## src/rtl/seq_divider.sv

```systemverilog
`default_nettype none
// +--------------------------------------------------------------------------+
// | seq_divider                                                              |
// | Unsigned restoring divider, one quotient bit per clock, start/ready.     |
// | Revision: 1.0                                                            |
// +--------------------------------------------------------------------------+
module seq_divider #(
  parameter int WIDTH = 16,
  parameter int CNT_W = $clog2(WIDTH)
) (
  input  logic             clk,
  input  logic             reset,
  input  logic             start,
  input  logic [WIDTH-1:0] dividend,
  input  logic [WIDTH-1:0] divisor,
  output logic [WIDTH-1:0] quotient,
  output logic [WIDTH-1:0] remainder,
  output logic             div_by_zero,
  output logic             busy,
  output logic             ready
);

  typedef enum logic [1:0] {
    S_IDLE = 2'd0,
    S_CALC = 2'd1,
    S_DONE = 2'd2
  } state_t;

  localparam logic [CNT_W-1:0] c_last = CNT_W'(WIDTH - 1);

  state_t           r_state;
  logic [CNT_W-1:0] r_count;
  logic [WIDTH-1:0] r_rem;
  logic [WIDTH-1:0] r_q;
  logic [WIDTH-1:0] r_d;

  // The partial remainder always stays below the divisor, so only the
  // shifted value needs the extra bit for the trial subtraction.
  logic [WIDTH:0]   w_shift;
  logic [WIDTH:0]   w_diff;
  logic [WIDTH-1:0] w_rem_next;
  logic [WIDTH-1:0] w_q_next;

  assign w_shift    = {r_rem, r_q[WIDTH-1]};
  assign w_diff     = w_shift - {1'b0, r_d};
  assign w_rem_next = w_diff[WIDTH] ? w_shift[WIDTH-1:0] : w_diff[WIDTH-1:0];
  assign w_q_next   = {r_q[WIDTH-2:0], ~w_diff[WIDTH]};

  always_ff @(posedge clk or posedge reset) begin
    if (reset) begin
      r_state     <= S_IDLE;
      r_count     <= '0;
      r_rem       <= '0;
      r_q         <= '0;
      r_d         <= '0;
      quotient    <= '0;
      remainder   <= '0;
      div_by_zero <= 1'b0;
      busy        <= 1'b0;
      ready       <= 1'b0;
    end else begin
      case (r_state)
        S_IDLE: begin
          if (start) begin
            r_q     <= dividend;
            r_d     <= divisor;
            r_rem   <= '0;
            r_count <= '0;
            busy    <= 1'b1;
            if (divisor == '0) begin
              r_state     <= S_DONE;
              ready       <= 1'b1;
              quotient    <= '1;
              remainder   <= dividend;
              div_by_zero <= 1'b1;
            end else begin
              r_state     <= S_CALC;
              div_by_zero <= 1'b0;
            end
          end
        end
        S_CALC: begin
          r_rem   <= w_rem_next;
          r_q     <= w_q_next;
          r_count <= r_count + 1'b1;
          if (r_count == c_last) begin
            r_state   <= S_DONE;
            ready     <= 1'b1;
            quotient  <= w_q_next;
            remainder <= w_rem_next;
          end
        end
        S_DONE: begin
          r_state <= S_IDLE;
          ready   <= 1'b0;
          busy    <= 1'b0;
        end
        default: begin
          r_state <= S_IDLE;
          ready   <= 1'b0;
          busy    <= 1'b0;
        end
      endcase
    end
  end

endmodule
`default_nettype wire
```

## config.mk

```make
export PLATFORM = sky130hd
export DESIGN_NAME = seq_divider
export DESIGN_NICKNAME = d
export VERILOG_FILES = /design/src/rtl/seq_divider.sv
export SDC_FILE = /design/constraint.sdc
export NUM_CORES = 1
export LEC_CHECK = 0
export CORE_ASPECT_RATIO = 1.4
export CORE_MARGIN = 2
export CORE_UTILIZATION = 30
export DETAILED_ROUTE_END_ITERATION = 10
export GPL_ROUTABILITY_DRIVEN = 0
export HOLD_SLACK_MARGIN = 0.08
export PLACE_DENSITY = 0.49
export SYNTH_ARGS = -nofsm -noshare
export SYNTH_HDL_FRONTEND = slang
export SYNTH_SLANG_ARGS = --single-unit
```

## constraint.sdc

```tcl
create_clock -name clk -period 6.25 [get_ports clk]
set_input_delay 1.25 -clock clk [delete_from_list [all_inputs] [get_ports clk]]
set_output_delay 1.25 -clock clk [all_outputs]
set_load 0.05 [all_outputs]
```

==> summary.md, run 1 <==
| Metric | Value |
|---|---|
| FF+latch count, synth | `89` |
| Top cell by count, worst path | `o21ai_0` |
| CTS sink count | `89` |
| Startpoint types | `input port` |
| Number of global-route vias before repair | `3949` |
| RSZ-0062 raised after global routing | `no` |
| I/O Buffers | `69` |
| Sequential area share after synthesis | `0.4793` |
| Post-CTS Setup Bufs | `0` |
| Post-synth EDFFs | `0` |
| I/O pin cnt | `70` |
| Clock-pin slew on the worst setup and hold paths | `0.07 ns` |
| Hold Slack | `0.4799 ns` |
| Clk_skew | `0.006968 ns` |
| H-tree Lvls | `3` |
| Fin crit share | `0.5424` |
| Worst skew pair latency | `0.34 ns` |
| DIE WIDTH | `109.2 µm` |
| Critical path class | `input port to flip-flop` |
| Number of fill cells | `1554` |
| CP max FO | `33` |
| Hold buffers post-CTS | `0` |
| Antenna cells | `0` |
| Core area | `0.01512 mm²` |
| Post-route insts no fill | `760` |
| Finish-stage setup viols | `0` |
| Initial drt markers | `204` |
| Max-cap viol count | `0` |
| Clk buf depth | `2` |
| Placed insts | `744` |
| Grt total ovfl | `0` |
| Nets | `616` |
| CTS tree | `done` |
| Final min period | `3.390 ns` |
| Max Slew Vio Count | `0` |
| Hold WC Path Type | `flip-flop to flip-flop` |
| TritonCTS buffer count | `9` |
| Vias after detailed routing | `3964` |
| Slew @ Worst Pin | `1.305 ns` |
| Tot GR Track Use | `0.1633` |
| Crit end category | `flip-flop` |
| Setup TNS Final | `0 ns` |
| Die area | `0.01652 mm²` |
| Detailed Route WL | `12920 µm` |
| Largest net degree at the start of global routing | `50` |
| # rows | `53` |
| Fin. Hold Viols | `0` |
| Crit-path max cell delay | `1.00 ns` |
| Slew headroom | `0.1270` |
| Status | `completed` |
| Async set or reset register ratio after synthesis | `1.000` |
| Chip Height | `151.3 µm` |
| Share of layout cells above drive strength 1 | `0.05986` |
| Yosys cell types | `54` |
| Count of yosys warnings during synthesis | `0` |
| Area Overhead vs Synth | `25.07%` |
| DR WL/cell | `17.00 µm` |
| CP max-delay cell | `nor2_1` |
| Arrival time worst endpoint | `3.65 ns` |
| Syn Nets | `555` |
| Antenna-violating nets left | `0` |
| First-pass GRT wire length | `20710 µm` |
| Final core occ | `0.3844` |
| Mean Syn Cell Area | `9.257 µm²` |
| Netlist Area Pre-Place | `0.004647 mm²` |
| Post-CTS Resized | `0` |
| Storage cell area | `0.002227 mm²` |
| Final HPWL DP | `9742 µm` |
| Area of the multi-input gates | `0.002217 mm²` |
| CP required | `6.51 ns` |
| DR pass1 iterations | `4` |
| Starting Density | `0.3073` |
| Vias per std cell | `5.216` |
| Root Driver | `clkbuf_16` |
| Antenna violations before repair | `0` |
| Peak Freq | `295.0 MHz` |
| Drt drc | `0` |
| Cells after Synth | `502` |
| Critical path, cell by cell | `clkdlybuf4s50_1 > nor2b_1 > and2_1 > buf_4 > nor2_1 > o21ai_0 > o21ai_0` |
| Top_reg_cell synth | `dfrtp_1` |
[path summary, 6_finish.rpt]
path | from | end | slack, ns | depth (start not counted)
setup / recovery | start | r_count[2] | 2.86 | 7
hold / removal | r_d[0] | r_d[0] | 0.48 | 2
setup reg to reg | r_q[15] | remainder[8] | 2.92 | 10
hold reg to reg | r_d[0] | r_d[0] | 0.48 | 2
max in group asynchronous | reset | r_q[11] | 3.79 | 3
min in group asynchronous | reset | quotient[6] | 1.39 | 2
[cell usage in the layout, fill, tap and decap left out, drive strengths merged, types with 3 or more instances in the layout]
master	netlist	routed
buf	6	8
nand4	5	5
clkbuf	21	10
nor2b	3	3
clkinv	1	3
o211ai	4	4
dfrtp	89	89
xor2	4	4
mux2i	6	6
xnor2	4	4
nor2	59	59
o21ai	42	42
inv	22	24
nor3	9	9
a21o	7	7
nand2	58	58
nand3	21	21
ha	17	17
o21a	14	14
nor4	10	10
o32a	4	4
o22ai	15	15
clkdlybuf4s50	0	69
a31oi	13	13
nand2b	8	8
a211o	3	3
o22a	15	15
a21oi	20	20
[synth_stat cells (all sizes together), types with 7 or more instances]
library cell	count	share of area
dfrtp	89	0.48
nor2	59	0.048
nand2	58	0.047
o21ai	42	0.048
inv	22	0.018
clkbuf	21	0.017
nand3	21	0.023
a21oi	20	0.026
ha	17	0.046
o22a	15	0.028
o22ai	15	0.020
o21a	14	0.023
a31oi	13	0.018
nor4	10	0.015
nor3	9	0.013
nand2b	8	0.011
a21o	7	0.011
[logic make-up after synthesis]
kind of cell	count (synthesis)	synth area share
fa+ha+maj	18	0.05008
buf+inv	50	0.04442
flops	89	0.4793
compound gates	151	0.2211
mux	6	0.01292
xor+xnor	8	0.01508
simple gates	180	0.1772
[metrics by stage]
stage | cell area, µm² | worst slack (ns)
2_1_floorplan | 4647 | 2.693
6_report | 5812 | 2.860
3_3_place_gp | 5523 | 2.541
4_1_cts | 5812 | 2.870
3_5_place_dp | 5523 | 2.503
5_1_grt | 5812 | 2.712
[area by class of cell]
cell class,instances,share of cell area
sequential,89,0.3832
multi-input combinational,363,0.3815
timing repair buffer,77,0.1292
tap,192,0.04133
clock buffer,10,0.04112
inverter,23,0.01507
clock inverter,6,0.008611
[critical path, delay by kind of cell]
kind / cells / cell delay [ns]
AOI/OAI and AO/OA: 2 / 0.34
buffers and inverters: 2 / 0.65
and+or+nand+nor: 3 / 1.39
[per-layer routing]
metal / part of all wire / up-vias / track usage
li1: - / 1932 / -
met3: 0.045 / 31 / 0.02453
met5: 0 / - / 0
met4: 0.033 / 0 / 0.07215
met2: 0.48 / 112 / 0.2745
met1: 0.44 / 1889 / 0.2062
[state kept, by name (all words and copies together) (netlist names), 2 cells and up]
signal,count
r_state,2
r_q,16
r_d,16
remainder,16
r_rem,16
r_count,4
quotient,16
Power of run 1 is not shown: default switching activity piles up to over one toggle a cycle in this logic, so the estimate is an artifact.
==> run 2: changes to the inputs <==
Clock period 6.25 ns to 3.2 ns, I/O delays scaled along.
==> summary.md, run 2 (synthesized netlist as in run 1, its figures left out) <==
| Metric | Value |
|---|---|
| Number of global-route vias before repair | `3974 (+0.63%)` |
| Finish-stage setup viols | `0 (unchanged)` |
| Hold WC Path Type | `flip-flop to flip-flop` |
| Slew @ Worst Pin | `0.5714 ns (-0.7333 ns)` |
| Slew headroom | `0.6186 (+0.4917)` |
| Post-CTS Resized | `0 (unchanged)` |
| Met2 GRT Util | `0.2904 (+0.01584)` |
| Root Driver | `clkbuf_16` |
| Clk_skew | `0.008651 ns (+0.001683 ns)` |
| First-pass GRT wire length | `21270 µm (+2.7%)` |
| I/O pin cnt | `70 (unchanged)` |
| Startpoint types | `flip-flop` |
| Met1 usage | `0.2136 (+0.007452)` |
| Grt total ovfl | `0 (unchanged)` |
| Reg-to-reg startpoint | `r_q[15]` |
| Hold Path Cell Cnt | `2 (unchanged)` |
| Fin. Hold Viols | `0 (unchanged)` |
| Most common cell after layout, fill and taps aside | `dfrtp_1` |
| Final min period | `2.923 ns` |
| Initial drt markers | `235 (+15%)` |
| Hold Path Sink | `r_d[0]` |
| Critical path class | `flip-flop to flip-flop` |
| Drt drc | `0 (unchanged)` |
| CP required | `3.42 ns (-3.09 ns)` |
| CTS tree | `done` |
| Worst skew pair latency | `0.34 ns (about the same)` |
| RSZ-0062 raised after global routing | `no` |
| CP max FO | `9 (-73%)` |
| Fin crit share | `0.9135` |
| Core area | `0.01512 mm² (unchanged)` |
| RR Endpoint | `remainder[8]` |
| Most frequent cells in the layout | `89 x dfrtp_1, 69 x clkdlybuf4s50_1, 59 x nor2_1, 58 x nand2_1, 39 x o21ai_0` |
| I/O Buffers | `69 (unchanged)` |
| GRT busiest layer | `met2` |
| Tot GR Track Use | `0.1678 (+0.004569)` |
| Worst Min Path Start | `r_d[0]` |
| Clk buf depth | `2 (unchanged)` |
| Share of layout cells above drive strength 1 | `0.07759 (+0.01773)` |
| Vias per std cell | `5.219 (about the same)` |
| Die area | `0.01652 mm² (unchanged)` |
| Max-cap viol count | `0 (unchanged)` |
| Final Worst Setup Slack | `0.2769 ns (-2.583 ns)` |
| DIE WIDTH | `109.2 µm (unchanged)` |
| Starting Density | `0.3073 (unchanged)` |
| Vias after detailed routing | `4029 (+1.6%)` |
| DR pass1 iterations | `4 (unchanged)` |
| Reg2reg setup slack | `0.28 ns (-2.64 ns)` |
| Nets | `628 (+1.9%)` |
| Max Slew Vio Count | `0 (unchanged)` |
| Antenna cells | `0 (unchanged)` |
| Arrival time worst endpoint | `3.14 ns (-0.51 ns)` |
| H-tree Lvls | `3 (unchanged)` |
| Status | `completed` |
| TritonCTS buffer count | `9 (unchanged)` |
| DR WL/cell | `17.21 µm (+1.2%)` |
| Antenna-violating nets left | `0 (unchanged)` |
| Post-CTS Setup Bufs | `0 (unchanged)` |
| Peak Freq | `342.1 MHz` |
| Hold buffers post-CTS | `0 (unchanged)` |
| Crit end category | `flip-flop` |
| # rows | `53 (unchanged)` |
| Reg2Reg Depth | `10 (unchanged)` |
| Met3 Use GR | `0.02582 (+0.001291)` |
| Chip Height | `151.3 µm (unchanged)` |
| Clock-pin slew on the worst setup and hold paths | `0.06 ns (about the same)` |
| Detailed Route WL | `13280 µm (+2.8%)` |
| Area Overhead vs Synth | `27.63%` |
| Final HPWL DP | `10260 µm (+5.3%)` |
| CTS sink count | `89 (unchanged)` |
| Setup TNS Final | `0 ns (unchanged)` |
| Dpl ws | `0.2701 ns (-2.233 ns)` |
| Antenna violations before repair | `0 (unchanged)` |
| Largest net degree at the start of global routing | `60 (+20%)` |
run 2: cell types whose count changed in the layout (fill, tap and decap cells not counted):
cell        delta
buf_4          +9
inv_6          -1
clkbuf_1       +1
buf_12         +3
clkbuf_8       -1
clkinv_4       +2
clkinvlp_4     -1
run 2: worst max path at each step:
stage          slack (ns)        from      endpoint
6_report             0.28     r_q[15]  remainder[8]
3_5_place_dp         0.27     r_q[15]  remainder[5]
3_3_place_gp         0.31  divisor[3]  remainder[3]
2_1_floorplan        0.25       reset          busy
5_1_grt              0.12     r_q[15]  remainder[5]
4_1_cts              0.25     r_q[15]  remainder[5]
run 2: routing by layer:
layer / vias up / wire, µm
li1: 1947 / -
met1: 1969 / 5837
met2: 100 / 6598
met3: 13 / 621
met4: 0 / 227
met5: - / 0
run 2: area by class of cell:
type / instances / area (µm²)
fill: 1547 / 9189
sequential: 89 / 2227
multi-input combinational: 363 / 2217
timing repair buffer: 89 / 878.3
tap: 192 / 240.2
clock buffer: 10 / 229.0
inverter: 23 / 87.58
clock inverter: 6 / 51.30
run 2: through the flow:
stage                     hold slack, ns  cells  utilization  area (µm²)
after floorplan                   0.4497    502            -        4647
after global placement            0.4688    756       0.3737        5650
after detailed placement          0.4773    756       0.3737        5650
after CTS                         0.4921    772       0.3923        5931
after global routing              0.5059    772       0.3923        5931
final                             0.4868    772       0.3923        5931
run 2: worst max-delay path: stages, from the launching register on:
cell	delay [ns]
dfrtp_1	0.33
inv_1	0.06
ha_1	0.22
fa_1	0.38
nand2b_1	0.22
a21oi_4	0.21
o21ai_4	0.13
o2111a_2	0.34
nor3_4	0.39
mux2i_1	0.17
o32a_1	0.34
Power of run 2 is left out for the same reason.
==> run 3: changes to the inputs <==
Settings changed: REMOVE_ABC_BUFFERS set to 1, SLEW_MARGIN set to 25.
==> summary.md, run 3 (synthesized netlist as in run 1, its figures left out) <==
| Metric | Value |
|---|---|
| Status | `completed` |
| CTS tree | `done` |
| Vias after detailed routing | `4022 (-0.17%)` |
| Max-cap viol count | `0 (unchanged)` |
| Crit end category | `flip-flop` |
| I/O pin cnt | `70 (unchanged)` |
| Chip Height | `151.3 µm (unchanged)` |
| DR WL/cell | `17.45 µm (+1.4%)` |
| Final core occ | `0.3943 (+0.002069)` |
| I/O Buffers | `69 (unchanged)` |
| Crit-path max cell delay | `0.45 ns (+0.06 ns)` |
| Peak Freq | `336.3 MHz (-1.7%)` |
| Detailed Route WL | `13510 µm (+1.7%)` |
| First-pass GRT wire length | `22110 µm (+4.0%)` |
| Largest net degree at the start of global routing | `38 (-37%)` |
| Buffers & Inverters on Critical Path | `2 (+1)` |
| Most frequent cells in the layout | `89 x dfrtp_1, 69 x clkdlybuf4s50_1, 59 x nor2_1, 58 x nand2_1, 39 x o21ai_0` |
| Slew headroom | `0.5558 (-0.06285)` |
| Antenna cells | `0 (unchanged)` |
| Antenna-violating nets left | `0 (unchanged)` |
| Most common cell after layout, fill and taps aside | `dfrtp_1` |
| Clock-pin slew on the worst setup and hold paths | `0.08 ns (+0.02 ns)` |
| # rows | `53 (unchanged)` |
| Critical path, cell by cell | `inv_1 > ha_1 > fa_1 > nand2b_1 > a21oi_4 > o21ai_4 > o2111a_2 > nor3_4 > buf_4 > nand3_1 > a31oi_1` |
| CTS sink count | `89 (unchanged)` |
| Critical path class | `flip-flop to flip-flop` |
| Final HPWL DP | `10070 µm (-1.9%)` |
| Initial drt markers | `179 (-24%)` |
| Antenna violations before repair | `0 (unchanged)` |
| Setup TNS Final | `0 ns (unchanged)` |
| Clk buf depth | `2 (unchanged)` |
| CP top delay family | `compound AO/OA/AOI/OAI gates` |
| Root Driver | `clkbuf_16` |
| Number of global-route vias before repair | `4248 (+6.9%)` |
| Reg2reg setup slack | `0.23 ns (-0.05 ns)` |
| RSZ-0062 raised after global routing | `no` |
| Number of fill cells | `1537 (-0.65%)` |
| Fin. Hold Viols | `0 (unchanged)` |
| Worst skew pair latency | `0.35 ns (about the same)` |
| Clk_skew | `0.01202 ns (+0.003369 ns)` |
| DR pass1 iterations | `5 (+1)` |
| TritonCTS buffer count | `9 (unchanged)` |
| Slew @ Worst Pin | `0.6655 ns (+0.09416 ns)` |
| Finish-stage setup viols | `0 (unchanged)` |
| Drt drc | `0 (unchanged)` |
| Grt total ovfl | `0 (unchanged)` |
| CP max-delay cell | `nor3_4` |
| Share of layout cells above drive strength 1 | `0.08247 (+0.004888)` |
| Max Slew Vio Count | `0 (unchanged)` |
| CP required | `3.46 ns (+0.04 ns)` |
| CP max FO | `9 (unchanged)` |
| Starting Density | `0.3073 (unchanged)` |
| Core area | `0.01512 mm² (unchanged)` |
| Tot GR Track Use | `0.1733 (+0.005507)` |
| Hold buffers post-CTS | `0 (unchanged)` |
| Post-CTS Setup Bufs | `0 (unchanged)` |
| Vias per std cell | `5.196 (-0.43%)` |
| Post-CTS Resized | `0 (unchanged)` |
| Die area | `0.01652 mm² (unchanged)` |
| Nets | `630 (+0.32%)` |
| Area Overhead vs Synth | `28.30%` |
| DIE WIDTH | `109.2 µm (unchanged)` |
| Arrival time worst endpoint | `3.23 ns (+0.09 ns)` |
| Hold WC Path Type | `flip-flop to flip-flop` |
| Startpoint types | `flip-flop` |
| H-tree Lvls | `3 (unchanged)` |
| Fin crit share | `0.9294 (+0.01589)` |
| Final min period | `2.974 ns (+0.05086 ns)` |
## run 3: cell types whose count changed in the layout (fill, tap and decap cells not counted), sizes merged
cell    before  now
bufinv       0    1
inv         23   25
clkinv       5    3
buf         20   22
clkbuf      10    9
## run 3: layout make-up
type	count	area, µm²	share of cell area
Clock inverter	7	83.83	0.01406
Multi-Input combinational cell	363	2217	0.3719
Clock buffer	9	225.2	0.03778
Inverter	23	87.58	0.01469
Tap cell	192	240.2	0.04029
Sequential cell	89	2227	0.3736
Timing Repair Buffer	91	880.8	0.1477
## run 3: worst paths after layout
kind	end	from	cells past startpoint
worst max register to register	remainder[12]	r_q[15]	11
worst max-delay path	remainder[12]	r_q[15]	11
worst min register to register	quotient[4]	quotient[4]	1
worst min-delay path	quotient[4]	quotient[4]	1
max in group asynchronous	r_rem[11]	reset	3
min in group asynchronous	quotient[4]	reset	2
## run 3: per-layer routing
layer / part of all wire / global-route usage
met1: 0.45 / 0.2261
met2: 0.50 / 0.2938
met3: 0.037 / 0.02324
met4: 0.016 / 0.05949
met5: 0 / 0
## run 3: through the flow
step | area [µm²] | hold slack, ns | std cells | setup slack [ns]
after floorplan | 4527 | 0.4497 | 475 | 0.1747
after global placement | 5653 | 0.4661 | 758 | 0.2963
after detailed placement | 5653 | 0.4765 | 758 | 0.1911
after CTS | 5962 | 0.4989 | 774 | 0.2235
after global routing | 5962 | 0.5216 | 774 | 0.02421
final | 5962 | 0.4935 | 774 | 0.2261
Power of run 3 is left out for the same reason.
